<file path="config.mk">
export PLATFORM = sky130hd
export DESIGN_NAME = tmds_decoder
export DESIGN_NICKNAME = d
export VERILOG_FILES = /design/src/rtl/tmds_pkg.sv /design/src/rtl/tmds_word_align.sv /design/src/rtl/tmds_decoder.sv
export SDC_FILE = /design/constraint.sdc
export NUM_CORES = 1
export LEC_CHECK = 0
export ABC_AREA = 0
export ABC_CLOCK_PERIOD_IN_PS = 2300
export BUFFER_PORTS_ARGS = -buffer_cell sky130_fd_sc_hd__buf_4
export CORE_ASPECT_RATIO = 0.75
export CORE_UTILIZATION = 50
export DETAILED_ROUTE_END_ITERATION = 10
export PLACE_DENSITY = 0.69
export RECOVER_POWER = 50
export SYNTH_ARGS = -nofsm -noshare
export SYNTH_HDL_FRONTEND = slang
export SYNTH_HIERARCHICAL = 1
export SYNTH_SLANG_ARGS = --single-unit
export TNS_END_PERCENT = 50
</file>
<file path="constraint.sdc">
create_clock -name pixclk -period 2.3 [get_ports pixclk]
set_input_delay 0.23 -clock pixclk [delete_from_list [all_inputs] [get_ports pixclk]]
set_output_delay 0.23 -clock pixclk [all_outputs]
set_load 0.1 [all_outputs]
</file>
<file path="src/rtl/tmds_pkg.sv">
// tmds_pkg: control tokens, token lookup and FSM states shared by the TMDS encoder and decoder
package tmds_pkg;

    localparam logic [9:0] CTRL_00 = 10'b1101010100;
    localparam logic [9:0] CTRL_01 = 10'b0010101011;
    localparam logic [9:0] CTRL_10 = 10'b0101010100;
    localparam logic [9:0] CTRL_11 = 10'b1010101011;

    typedef enum logic {HUNT, LOCKED} state_t;

    function automatic logic [9:0] cd_to_token(input logic [1:0] cd);
        return cd == 2'd0 ? CTRL_00 : cd == 2'd1 ? CTRL_01 : cd == 2'd2 ? CTRL_10 : CTRL_11;
    endfunction

endpackage

</file>
<file path="src/rtl/tmds_word_align.sv">
// tmds_word_align: keeps the previous deserialized word and extracts the 10-bit symbol at the current bit offset
module tmds_word_align (
    input  logic       pixclk,
    input  logic       reset_n,
    input  logic [9:0] raw_word,
    input  logic [3:0] offset,
    output logic [9:0] sym
);

    logic [9:0]  prev;
    logic [19:0] window;

    // prev holds the earlier bits, so higher offsets reach into the newer word
    assign window = {raw_word, prev};

    always_ff @(posedge pixclk or negedge reset_n) begin
        if (!reset_n) begin
            prev <= '0;
            sym  <= '0;
        end else begin
            prev <= raw_word;
            sym  <= window[{1'b0, offset} +: 10];
        end
    end

endmodule

</file>
<file path="src/rtl/tmds_decoder.sv">
// tmds_decoder: per-channel TMDS receiver -- hunts symbol alignment on control tokens, decodes symbols, supervises lock
module tmds_decoder
    import tmds_pkg::*;
#(
    parameter int LOCK_RUN     = 8,
    parameter int SLIP_WAIT    = 64,
    parameter int LOSS_TIMEOUT = 4095
) (
    input  logic       pixclk,
    input  logic       reset_n,
    input  logic [9:0] raw_word,
    output logic [7:0] data,
    output logic       hsync,
    output logic       vsync,
    output logic       active,
    output logic       locked,
    output logic [3:0] offset,
    output logic       lock_lost
);

    localparam int RW = $clog2(LOCK_RUN) + 1;
    localparam int SW = $clog2(SLIP_WAIT) + 1;
    localparam int LW = $clog2(LOSS_TIMEOUT + 1);

    logic [9:0]    sym;
    state_t        state;
    logic [RW-1:0] run_cnt;
    logic [SW-1:0] slip_cnt;
    logic [LW-1:0] loss_cnt;
    logic          skip;
    logic          is_tok;
    logic          tok;
    logic          lock_hit;
    logic          slip;
    logic          timeout;
    logic [1:0]    tok_cd;
    logic [7:0]    q;
    logic [7:0]    dec;

    tmds_word_align u_align (
        .pixclk   (pixclk),
        .reset_n  (reset_n),
        .raw_word (raw_word),
        .offset   (offset),
        .sym      (sym)
    );

    always_comb begin
        is_tok = 1'b0;
        tok_cd = 2'd0;
        for (int i = 0; i < 4; i++)
            if (sym == cd_to_token(2'(i))) begin
                is_tok = 1'b1;
                tok_cd = 2'(i);
            end
    end

    assign q   = sym[9] ? ~sym[7:0] : sym[7:0];
    assign dec = {q[7:1] ^ q[6:0] ^ {7{~sym[8]}}, q[0]};

    // the symbol right after a slip was still cut at the old offset
    assign tok      = is_tok && !skip;
    assign lock_hit = state == HUNT && tok && run_cnt + RW'(1) == RW'(LOCK_RUN);
    assign slip     = state == HUNT && !lock_hit && slip_cnt == SW'(SLIP_WAIT - 1);
    assign timeout  = state == LOCKED && !is_tok && loss_cnt >= LW'(LOSS_TIMEOUT - 1);
    assign locked   = state == LOCKED;

    always_ff @(posedge pixclk or negedge reset_n) begin
        if (!reset_n) begin
            state     <= HUNT;
            run_cnt   <= '0;
            slip_cnt  <= '0;
            loss_cnt  <= '0;
            skip      <= 1'b0;
            offset    <= '0;
            data      <= '0;
            hsync     <= 1'b0;
            vsync     <= 1'b0;
            active    <= 1'b0;
            lock_lost <= 1'b0;
        end else begin
            lock_lost <= timeout;
            skip      <= slip;
            if (state == HUNT) begin
                state    <= lock_hit ? LOCKED : HUNT;
                run_cnt  <= (tok && !slip && !lock_hit) ? run_cnt + RW'(1) : '0;
                slip_cnt <= (slip || lock_hit) ? '0 : slip_cnt + SW'(1);
                offset   <= slip ? (offset == 4'd9 ? 4'd0 : offset + 4'd1) : offset;
                loss_cnt <= '0;
                active   <= 1'b0;
                data     <= '0;
                hsync    <= 1'b0;
                vsync    <= 1'b0;
            end else if (timeout) begin
                state    <= HUNT;
                run_cnt  <= '0;
                slip_cnt <= '0;
                loss_cnt <= '0;
                active   <= 1'b0;
                data     <= '0;
                hsync    <= 1'b0;
                vsync    <= 1'b0;
            end else if (is_tok) begin
                loss_cnt <= '0;
                active   <= 1'b0;
                data     <= '0;
                hsync    <= tok_cd[0];
                vsync    <= tok_cd[1];
            end else begin
                loss_cnt <= loss_cnt == LW'(LOSS_TIMEOUT) ? loss_cnt : loss_cnt + LW'(1);
                active   <= 1'b1;
                data     <= dec;
            end
        end
    end

endmodule
</file>
==> flow_summary.yaml, run 1 <==
detailed_routing:
  detail-route-antenna-nets: 0
  routed_wl_um: 7350
  routedWlPerCell_um: 16.6
  drtIter0Drc: 237
  drc_errors: 0
  num_vias: 2549
  via_per_inst: 5.77
  drt-pass1-iter-count: 4
yosys:
  syn_area_um2: 3610
  synth_area_leaders: "dfrtp_1, mux4_2, mux2i_1"
  yosys.area.top_type: "dfrtp_1"
  yosysWarningCount: 6
  syn_nets: 322
  ys_ff_latch: 61
  synthFlopType: "dfrtp_1"
  synth-edff-count: 0
  synth_cells: 305
  syn_avg_cell_area_um2: 11.8
  yosysMostFrequentCell: "dfrtp_1"
  ys_types: 63
  ys_top_cells_by_count: "dfrtp_1, nor2_1, mux2i_1"
  synth_top_area_frac: 0.423
  yosysSeqAreaShare: 0.423
  synth-async-reset-ratio: 1.00
setup_path:
  path_cells: "nor4b_4, nand4_2, a221oi_4, buf_4, nor4b_1, a221o_1"
  cp-start-kind: "flip-flop"
  cp.arrival_ns: 2.25
  critPathSlowestCell: "dfrtp_1"
  worst-setup-path-type: "flip-flop to flip-flop"
  cp-end-kind: "flip-flop"
  cp-startpoint: "u_align/sym[4]$_DFF_PN0_"
  crit_required_ns: 2.53
  reg2reg_from: "u_align/sym[4]$_DFF_PN0_"
  path_delay_family: "simple AND/OR/NAND/NOR gates"
  critPathBufInv: 1
  cp_max_fo: 12
  crit_path_max_incr_delay_ns: 0.45
sta:
  rsz0062_at_grt: "false"
  worstMarginPinSlew_ns: 1.52
  final_max_slew_viol_count: 62
  setup_ws_ns: 0.285
  post-route-period-util: 0.876
  fin_skew_ns: 0.00986
  hold_violations: 0
  setup-tns-final_ns: 0
  fin_crit_ns: 2.01
  finalSetupViolCount: 0
  slew_headroom: -0.0105
  max_freq_mhz: 496
clocking:
  clk_path_buf_depth: 2
  h-tree-depth: 3
  insertion_delay_ns: 0.35
  clkSlewWorstSetupHoldPaths_ns: 0.07
  numCtsBuffers: 9
  root_buffer: "clkbuf_8"
  cts_tree: "yes"
  cts_resized: 0
  cts.sinks: 61
power:
  peakVddDrop_uv: 274
  seq_power_share: 0.531
  power_frac_clock: 0.406
  p_per_area_nw_per_um2: 518
  power.switching_uw: 508
  p_int_mw: 1.59
  switching_share: 0.242
  combPwrFrac: 0.063
  p_leak_nw: 1.75
floorplan:
  coreArea_um2: 6900
  die_area_um2: 7570
  rows: 26
  start_util: 0.524
  ioPinCount: 29
  die_h_um: 75.6
  die_x_um: 100
global_routing:
  grt-ovfl-total: 0
  grt_pass1_vias: 2474
  grtUsageTotal: 0.224
  grt_busiest_layer: "met2"
  grt.met1_usage: 0.316
  grt_max_degree: 62
  antenna_found_initial: 0
  use_met2: 0.339
  grt_pass1_wl_um: 12600
  grt_use_met3: 0.0716
min_path:
  hold_class: "input pin to flip-flop"
  min_from: "raw_word[9]"
outcome:
  violations: "capacitance limit, slew limit"
  status: "finished, violations left"
place:
  place.gp.congestion: 0.771
  pre_cts_slack_ns: 0.286
  dp_hpwl_um: 5130
  io_buffers: 28
cells_and_area:
  antenna_cells: 0
  nets: 357
  drive_above_1_share: 0.201
  final_core_util: 0.588
  syn2layout_area_growth_pct: 12.2
run:
  cap_violations: 1
==> final cells by class <==
type / count / area, um^2
clock inverter: 4 / 23.8
sequential: 61 / 1530
timing repair buffer: 41 / 283
tap: 98 / 123
clock buffer: 11 / 151
fill: 613 / 2840
inverter: 9 / 33.8
multi-input combinational: 218 / 1910
==> sequential cells by signal (all words and copies together), names as in the netlist, 4 cells and up <==
name          flops
slip_cnt          7
u_align/prev     10
data              8
offset            4
loss_cnt         12
u_align/sym      10
run_cnt           4
==> cell families after synthesis <==
logic type | after synthesis | share of synthesized area
AOI/OAI and AO/OA | 45 | 0.102
xor gates and xnor gates | 24 | 0.0582
adders and majority gates | 5 | 0.0173
buffers and inverters | 26 | 0.0478
DFF | 61 | 0.423
muxes | 41 | 0.190
and+or+nand+nor | 103 | 0.161
==> power by group through the flow <==
stage	clock network [mW]	registers [mW]	logic [mW]
floorplan	0	1.13	0.0810
global placement	0	1.13	0.139
detailed placement	0	1.13	0.141
CTS	0.879	1.11	0.142
global route	0.925	1.12	0.147
finish	0.853	1.11	0.133
==> path summary, 6_finish.rpt <==
path	end	depth (start not counted)	slack, ns
worst max register to register	slip_cnt[2]$_DFFE_PN0P_	6	0.29
min in group asynchronous	loss_cnt[10]$_DFFE_PN0P_	2	0.79
worst min-delay path	u_align/prev[9]$_DFF_PN0_	1	0.06
max in group asynchronous	slip_cnt[4]$_DFFE_PN0P_	2	0.59
worst max-delay path	slip_cnt[2]$_DFFE_PN0P_	6	0.29
worst min register to register	loss_cnt[11]$_DFFE_PN0P_	2	0.50
==> placed cells by master, fill, tap and decap left out, types with 3 or more instances in the layout <==
cell	count
mux4_1	6
o21ai_1	4
nand2_1	12
nand4_1	5
xor2_1	7
xnor2_1	17
buf_4	28
nand3_1	13
clkbuf_8	11
nor4_1	5
nor2_1	29
and3_1	3
dfrtp_1	61
o21ai_0	3
nor3_1	8
mux2i_1	18
nor2b_1	7
o21a_1	3
a22o_1	4
clkinv_2	3
a22oi_1	4
o211ai_1	4
mux4_2	14
ha_1	5
clkbuf_1	10
inv_1	9
==> worst register-to-register path, stage by stage (launching register included) <==
cell and delay [ns]:
dfrtp_1 0.45, nor4b_4 0.30, nand4_2 0.24, a221oi_4 0.34, buf_4 0.22, nor4b_1 0.07
a221o_1 0.28
==> stage by stage <==
stage / instance area (um^2) / hold slack, ns / total power [mW] / std cells
3_3_place_gp: 3910 / 0.357 / 1.27 / 426
3_5_place_dp: 3910 / 0.356 / 1.27 / 426
5_1_grt: 4050 / 0.0652 / 2.19 / 442
4_1_cts: 4090 / 0.00839 / 2.13 / 442
2_1_floorplan: 3610 / -0.0656 / 1.21 / 305
6_report: 4050 / 0.0574 / 2.10 / 442
==> timing repair <==
action | CTS | global route
setup buffers | 0 | 0
hold buffers | 1 | 0
endpoints found under the hold margin | 61 | 0
==> layer usage <==
metal / vias up / part of all wire
met5: - / 0
met4: 0 / 0.011
met3: 7 / 0.065
met2: 78 / 0.45
met1: 1244 / 0.47
li1: 1220 / -
No activity file was read; power rests on OpenSTA's default activity.
==> run 2, diff against run 1 <==
--- a/config.mk
+++ b/config.mk
@@ -8,10 +8,10 @@
 export ABC_AREA = 0
 export ABC_CLOCK_PERIOD_IN_PS = 2300
 export BUFFER_PORTS_ARGS = -buffer_cell sky130_fd_sc_hd__buf_4
-export CORE_ASPECT_RATIO = 0.75
+export CORE_ASPECT_RATIO = 0.5
 export CORE_UTILIZATION = 50
 export DETAILED_ROUTE_END_ITERATION = 10
-export PLACE_DENSITY = 0.69
+export PLACE_DENSITY = 0.73
 export RECOVER_POWER = 50
 export SYNTH_ARGS = -nofsm -noshare
 export SYNTH_HDL_FRONTEND = slang
==> run 2 against run 1 <==
  * The run still ends with capacitance limit, slew limit left
  * Non-clock buffer count down 1
  * Cell count down 1.4%
  * Setup slack worse by 0.082 ns
  * Register-to-register slack worse by 0.08 ns
  * Combinational power about the same
  * First-iteration DRC count down 19%
==> flow_summary.yaml, run 2 (synthesis gave the netlist of run 1 again) <==
place:
  pre_cts_slack_ns: 0.240
  place.gp.congestion: 0.931
  place_area_um2: 3890
  dp_hpwl_um: 5250
  io_buffers: 28
sta:
  fin_skew_ns: 0.00970
  finalSetupViolCount: 0
  post-route-period-util: 0.912
  hold_violations: 0
  fin_crit_ns: 2.10
  final_max_slew_viol_count: 61
  max_freq_mhz: 477
  slew_headroom: -0.00345
  setup_ws_ns: 0.203
  rsz0062_at_grt: "false"
  worstMarginPinSlew_ns: 1.51
  setup-tns-final_ns: 0
setup_path:
  cp.arrival_ns: 2.30
  crit_required_ns: 2.50
  cp_max_fo: 4
  critPathBufInv: 0
  path_cells: "ha_1, nand2_1, nor3_1, nand3_1, a211o_2, a221o_1"
  reg2reg_from: "slip_cnt[0]$_DFFE_PN0P_"
  critPathSlowestCell: "nor3_1"
  cp-start-kind: "flip-flop"
  reg2regPathDepth: 6
  crit_path_max_incr_delay_ns: 0.41
  worst-setup-path-type: "flip-flop to flip-flop"
  cp-end-kind: "flip-flop"
  path_delay_family: "simple AND/OR/NAND/NOR gates"
  r2r_setup_slack_ns: 0.20
  r2r-end: "offset[3]$_DFFE_PN0P_"
power:
  power_frac_clock: 0.495
  switching_share: 0.215
  peakVddDrop_uv: 338
  p_per_area_nw_per_um2: 600
  combPwrFrac: 0.054
  p_int_mw: 1.94
  seq_power_share: 0.452
  p_leak_nw: 1.78
  power.switching_uw: 532
clocking:
  clk_path_buf_depth: 2
  clkSlewWorstSetupHoldPaths_ns: 0.05
  root_buffer: "clkbuf_16"
  cts_setup_buffers: 0
  cts_resized: 0
  cts_tree: "yes"
  numCtsBuffers: 9
  h-tree-depth: 3
  ctsHoldBuffers: 0
  insertion_delay_ns: 0.33
  cts.sinks: 61
cells_and_area:
  final_cell_mix: "dfrtp_1, nor2_1, buf_4, mux2i_1, xnor2_1"
  seqCellArea_um2: 1530
  fin_area_um2: 4120
  antenna_cells: 0
  syn2layout_area_growth_pct: 14.1
  n_fill_cell: 555
  reg_top3: "loss_cnt (12), u_align/prev (10), u_align/sym (10)"
  nets: 356
  final_common_cell: "dfrtp_1"
  largest_register_ffs: 12
  multi_input_area_um2: 1910
  top_register: "loss_cnt"
  drive_above_1_share: 0.192
global_routing:
  grt_max_degree: 62
  grt-ovfl-total: 0
  antenna_found_initial: 0
  grtUsageTotal: 0.222
  grt_pass1_vias: 2396
  grt_pass1_wl_um: 12300
detailed_routing:
  drt-pass1-iter-count: 5
  routedWlPerCell_um: 17.3
  num_vias: 2630
  via_per_inst: 6.03
  detail-route-antenna-nets: 0
  routed_wl_um: 7530
  drc_errors: 0
  drtIter0Drc: 191
floorplan:
  die_h_um: 62.1
  die_x_um: 122
  ioPinCount: 29
  start_util: 0.529
  coreArea_um2: 6830
  die_area_um2: 7590
  rows: 21
run:
  cap_violations: 1
min_path:
  min_from: "raw_word[9]"
  holdPathEnd: "u_align/prev[9]$_DFF_PN0_"
  whs_path_depth: 1
  hold_class: "input pin to flip-flop"
outcome:
  violations: "capacitance limit, slew limit"
  status: "finished, violations left"
run 2: changes by cell type in the layout (fill, tap and decap cells not counted), sizes merged:
cell,delta
dlygate4sd3,-1
clkbuf,+4
clkinv,-3
run 2: metrics by stage:
step	power, mW	hold WS [ns]	cells	util
after floorplan	1.21	-0.0656	305	-
after global placement	1.27	0.342	420	0.569
after detailed placement	1.28	0.357	420	0.569
after CTS	2.51	0.00125	436	0.609
after global routing	2.57	0.0865	436	0.603
final	2.47	0.0770	436	0.603
run 2: metal layers:
metal,up-vias,routed length [um],global-route usage
li1,1222,-,-
met1,1307,3350,0.299
met2,89,3580,0.347
met3,12,500,0.0657
met4,0,102,0.0836
met5,-,0,0
run 2: worst max path at each step:
stage	from	slack, ns	end	cells past startpoint
2_1_floorplan	offset[0]$_DFFE_PN0P_	0.08	u_align/sym[5]$_DFF_PN0_	4
3_3_place_gp	u_align/sym[4]$_DFF_PN0_	0.31	slip_cnt[5]$_DFFE_PN0P_	6
3_5_place_dp	u_align/sym[4]$_DFF_PN0_	0.24	slip_cnt[2]$_DFFE_PN0P_	6
4_1_cts	u_align/sym[4]$_DFF_PN0_	0.24	slip_cnt[3]$_DFFE_PN0P_	6
5_1_grt	u_align/sym[4]$_DFF_PN0_	0.12	offset[3]$_DFFE_PN0P_	6
6_report	slip_cnt[0]$_DFFE_PN0P_	0.20	offset[3]$_DFFE_PN0P_	6
run 2: power groups by stage:
stage	clock network, mW	registers, mW	logic, mW
after floorplan	0	1.13	0.0810
after detailed placement	0	1.13	0.142
after global placement	0	1.13	0.139
after CTS	1.25	1.12	0.143
after global routing	1.30	1.12	0.147
final	1.22	1.12	0.133
run 2: final cells by class:
cell class	instances	share of cell area
Multi-Input combinational cell	218	0.464
Tap cell	92	0.0279
Clock buffer	15	0.0650
Sequential cell	61	0.370
Timing Repair Buffer	40	0.0632
Clock inverter	1	0.00121
Inverter	9	0.00820
==> run 3, diff against run 2 <==
--- a/config.mk
+++ b/config.mk
@@ -5,11 +5,12 @@
 export SDC_FILE = /design/constraint.sdc
 export NUM_CORES = 1
 export LEC_CHECK = 0
-export ABC_AREA = 0
+export ABC_AREA = 1
 export ABC_CLOCK_PERIOD_IN_PS = 2300
 export BUFFER_PORTS_ARGS = -buffer_cell sky130_fd_sc_hd__buf_4
 export CORE_ASPECT_RATIO = 0.5
 export CORE_UTILIZATION = 50
+export CTS_CLUSTER_SIZE = 12
 export DETAILED_ROUTE_END_ITERATION = 10
 export PLACE_DENSITY = 0.73
 export RECOVER_POWER = 50
==> run 3 against run 2 <==
  * The flow finishes with violations (DRC, capacitance limit, slew limit)
  * Clock skew shrank 0.0037 ns
  * Flip-flop and latch count is the same
  * First-iteration DRC count rose by 35%
  * Final area grew 3.1%
  * Area after synthesis up 4.6%
  * Hold slack worse by 0.021 ns
  * Clock power up 13%
  * Critical path type unchanged
  * Cell count rose by 37%
==> flow_summary.yaml, run 3 <==
clocking:
  clkSlewWorstSetupHoldPaths_ns: 0.05
  clk_path_buf_depth: 2
  numCtsBuffers: 9
  cts_tree: "yes"
  h-tree-depth: 3
  ctsHoldBuffers: 0
  cts.sinks: 61
  root_buffer: "clkbuf_16"
  cts_resized: 0
  insertion_delay_ns: 0.33
  cts_setup_buffers: 0
power:
  p_leak_nw: 2.15
  p_per_area_nw_per_um2: 611
  peakVddDrop_uv: 409
sta:
  max_freq_mhz: 570
  post-route-period-util: 0.763
  hold_violations: 0
  setup-tns-final_ns: 0
  slew_headroom: -0.00810
  rsz0062_at_grt: "false"
  final_max_slew_viol_count: 62
  worstMarginPinSlew_ns: 1.51
  fin_skew_ns: 0.00595
  holdWs_ns: 0.0562
  fin_crit_ns: 1.75
  finalSetupViolCount: 0
detailed_routing:
  route.top_layer_used: "met4"
  routedWlPerCell_um: 13.4
  drt-pass1-iter-count: 7
  wl_met3_um: 338
  dr_wl_met2_um: 3770
  via_per_inst: 5.30
  drc_errors: 2
  drt-met1-wl_um: 3850
  routed_wl_um: 8010
  detail-route-antenna-nets: 0
  num_vias: 3163
  drtIter0Drc: 257
yosys:
  ys_ff_latch: 61
  syn_avg_cell_area_um2: 7.95
  synth-edff-count: 0
  ys_top_cells_by_count: "nand2_1, nand3_1, dfrtp_1"
  synthFlopType: "dfrtp_1"
  yosysMostFrequentCell: "nand2_1"
  yosys.area.top_type: "dfrtp_1"
  ys_types: 41
  yosysSeqAreaShare: 0.404
  syn_area_um2: 3780
  synth-async-reset-ratio: 1.00
  synth_area_leaders: "dfrtp_1, nand2_1, nand3_1"
  synth_top_area_frac: 0.404
  syn_nets: 492
  synth_cells: 475
  yosysWarningCount: 6
cells_and_area:
  reg_top3: "loss_cnt (12), u_align/prev (10), u_align/sym (10)"
  antenna_cells: 0
  drive_above_1_share: 0.184
  n_fill_cell: 618
  top_register: "loss_cnt"
  final_cell_mix: "nand2_1, nand3_1, dfrtp_1, inv_1, nor2_1"
  finalNonFillerCells: 597
  largest_register_ffs: 12
  final_common_cell: "nand2_1"
  nets: 517
  syn2layout_area_growth_pct: 12.5
place:
  dp.cells: 581
  io_buffers: 28
  place.gp.congestion: 0.862
  dp_hpwl_um: 5520
floorplan:
  die_h_um: 63.5
  ioPinCount: 29
  coreArea_um2: 6990
  die_area_um2: 7930
  die_x_um: 125
  start_util: 0.540
  rows: 21
setup_path:
  path_cells: "ha_1, xnor2_1, nand2_1, nor2_1, nand3_4, nand3_2, nand2_1, nand2_1"
  cp_max_fo: 12
  crit_path_max_incr_delay_ns: 0.44
  cp-start-kind: "flip-flop"
  cp.arrival_ns: 2.02
  reg2regPathDepth: 8
  worst-setup-path-type: "flip-flop to flip-flop"
  path_common_cell: "nand2_1"
  critPathSlowestCell: "dfrtp_1"
  crit_required_ns: 2.57
  cp-end-kind: "flip-flop"
global_routing:
  grt_pass1_vias: 2987
  grt_max_degree: 62
  antenna_found_initial: 0
  grtUsageTotal: 0.223
  grt-ovfl-total: 0
  grt_pass1_wl_um: 13700
outcome:
  violations: "DRC, capacitance limit, slew limit"
  status: "finished, violations left"
min_path:
  whs_path_depth: 1
  hold_class: "input pin to flip-flop"
run:
  cap_violations: 1
run 3: cell count changes after synthesis, moves of 6 or more:
cell | before | now
inv_1 | 9 | 42
nand4_1 | 5 | 14
nor2_2 | 0 | 14
mux4_2 | 14 | 0
nor2_1 | 29 | 23
nand2_1 | 12 | 134
mux2i_1 | 18 | 1
xnor2_1 | 17 | 4
nor2b_1 | 7 | 0
mux4_1 | 6 | 0
nand3_2 | 0 | 12
nand3_1 | 13 | 83
run 3: area by class of cell:
class                           count  area [um^2]  share of cell area
Clock inverter                      4         45.0              0.0106
Multi-Input combinational cell    348         1910               0.449
Inverter                           49          196              0.0462
Tap cell                           92          115              0.0271
Clock buffer                       12          267              0.0627
Sequential cell                    61         1530               0.359
Timing Repair Buffer               31          193              0.0453
run 3: per-stage QoR:
stage | power (mW) | setup slack, ns | utilization | area [um^2]
2_1_floorplan | 1.19 | 0.420 | - | 3780
3_3_place_gp | 1.25 | 0.631 | 0.569 | 3980
3_5_place_dp | 1.25 | 0.547 | 0.569 | 3980
4_1_cts | 2.64 | 0.539 | 0.614 | 4290
5_1_grt | 2.70 | 0.420 | 0.608 | 4250
6_report | 2.60 | 0.546 | 0.608 | 4250
run 3: worst paths after layout:
check / from / end / slack, ns
setup / recovery: run_cnt[0]$_DFFE_PN0P_ / offset[2]$_DFFE_PN0P_ / 0.55
hold / removal: raw_word[2] / u_align/prev[2]$_DFF_PN0_ / 0.06
setup reg to reg: run_cnt[0]$_DFFE_PN0P_ / offset[2]$_DFFE_PN0P_ / 0.55
hold reg to reg: vsync$_DFFE_PN0P_ / vsync$_DFFE_PN0P_ / 0.48
max in group asynchronous: reset_n / loss_cnt[11]$_DFFE_PN0P_ / 1.12
min in group asynchronous: reset_n / u_align/prev[5]$_DFF_PN0_ / 0.28
run 3: layer usage:
layer | vias to the layer above | track usage
met4 | 0 | 0.0762
met5 | - | 0
met2 | 79 | 0.374
li1 | 1604 | -
met3 | 8 | 0.0697
met1 | 1472 | 0.277
run 3: worst max-delay path: cells and delay by family, from the launching register on:
family        cells  cell delay [ns]
fa+ha+maj         1             0.24
flops             1             0.44
simple gates      6             0.79
xor+xnor          1             0.23
run 3: cells by family after synthesis:
group	count (synthesis)	synth area share
and+or+nand+nor	303	0.407
buffers and inverters	66	0.0911
xor gates and xnor gates	16	0.0371
DFF	61	0.404
AOI/OAI and AO/OA	23	0.0417
adders and majority gates	5	0.0166
muxes	1	0.00265
run 3: report_power, final:
| group | internal, mW | switching, mW | total, mW |
|---|---|---|---|
| clock | 0.920 | 0.456 | 1.38 |
| combinational | 0.0350 | 0.0764 | 0.111 |
| sequential | 1.09 | 0.0156 | 1.11 |
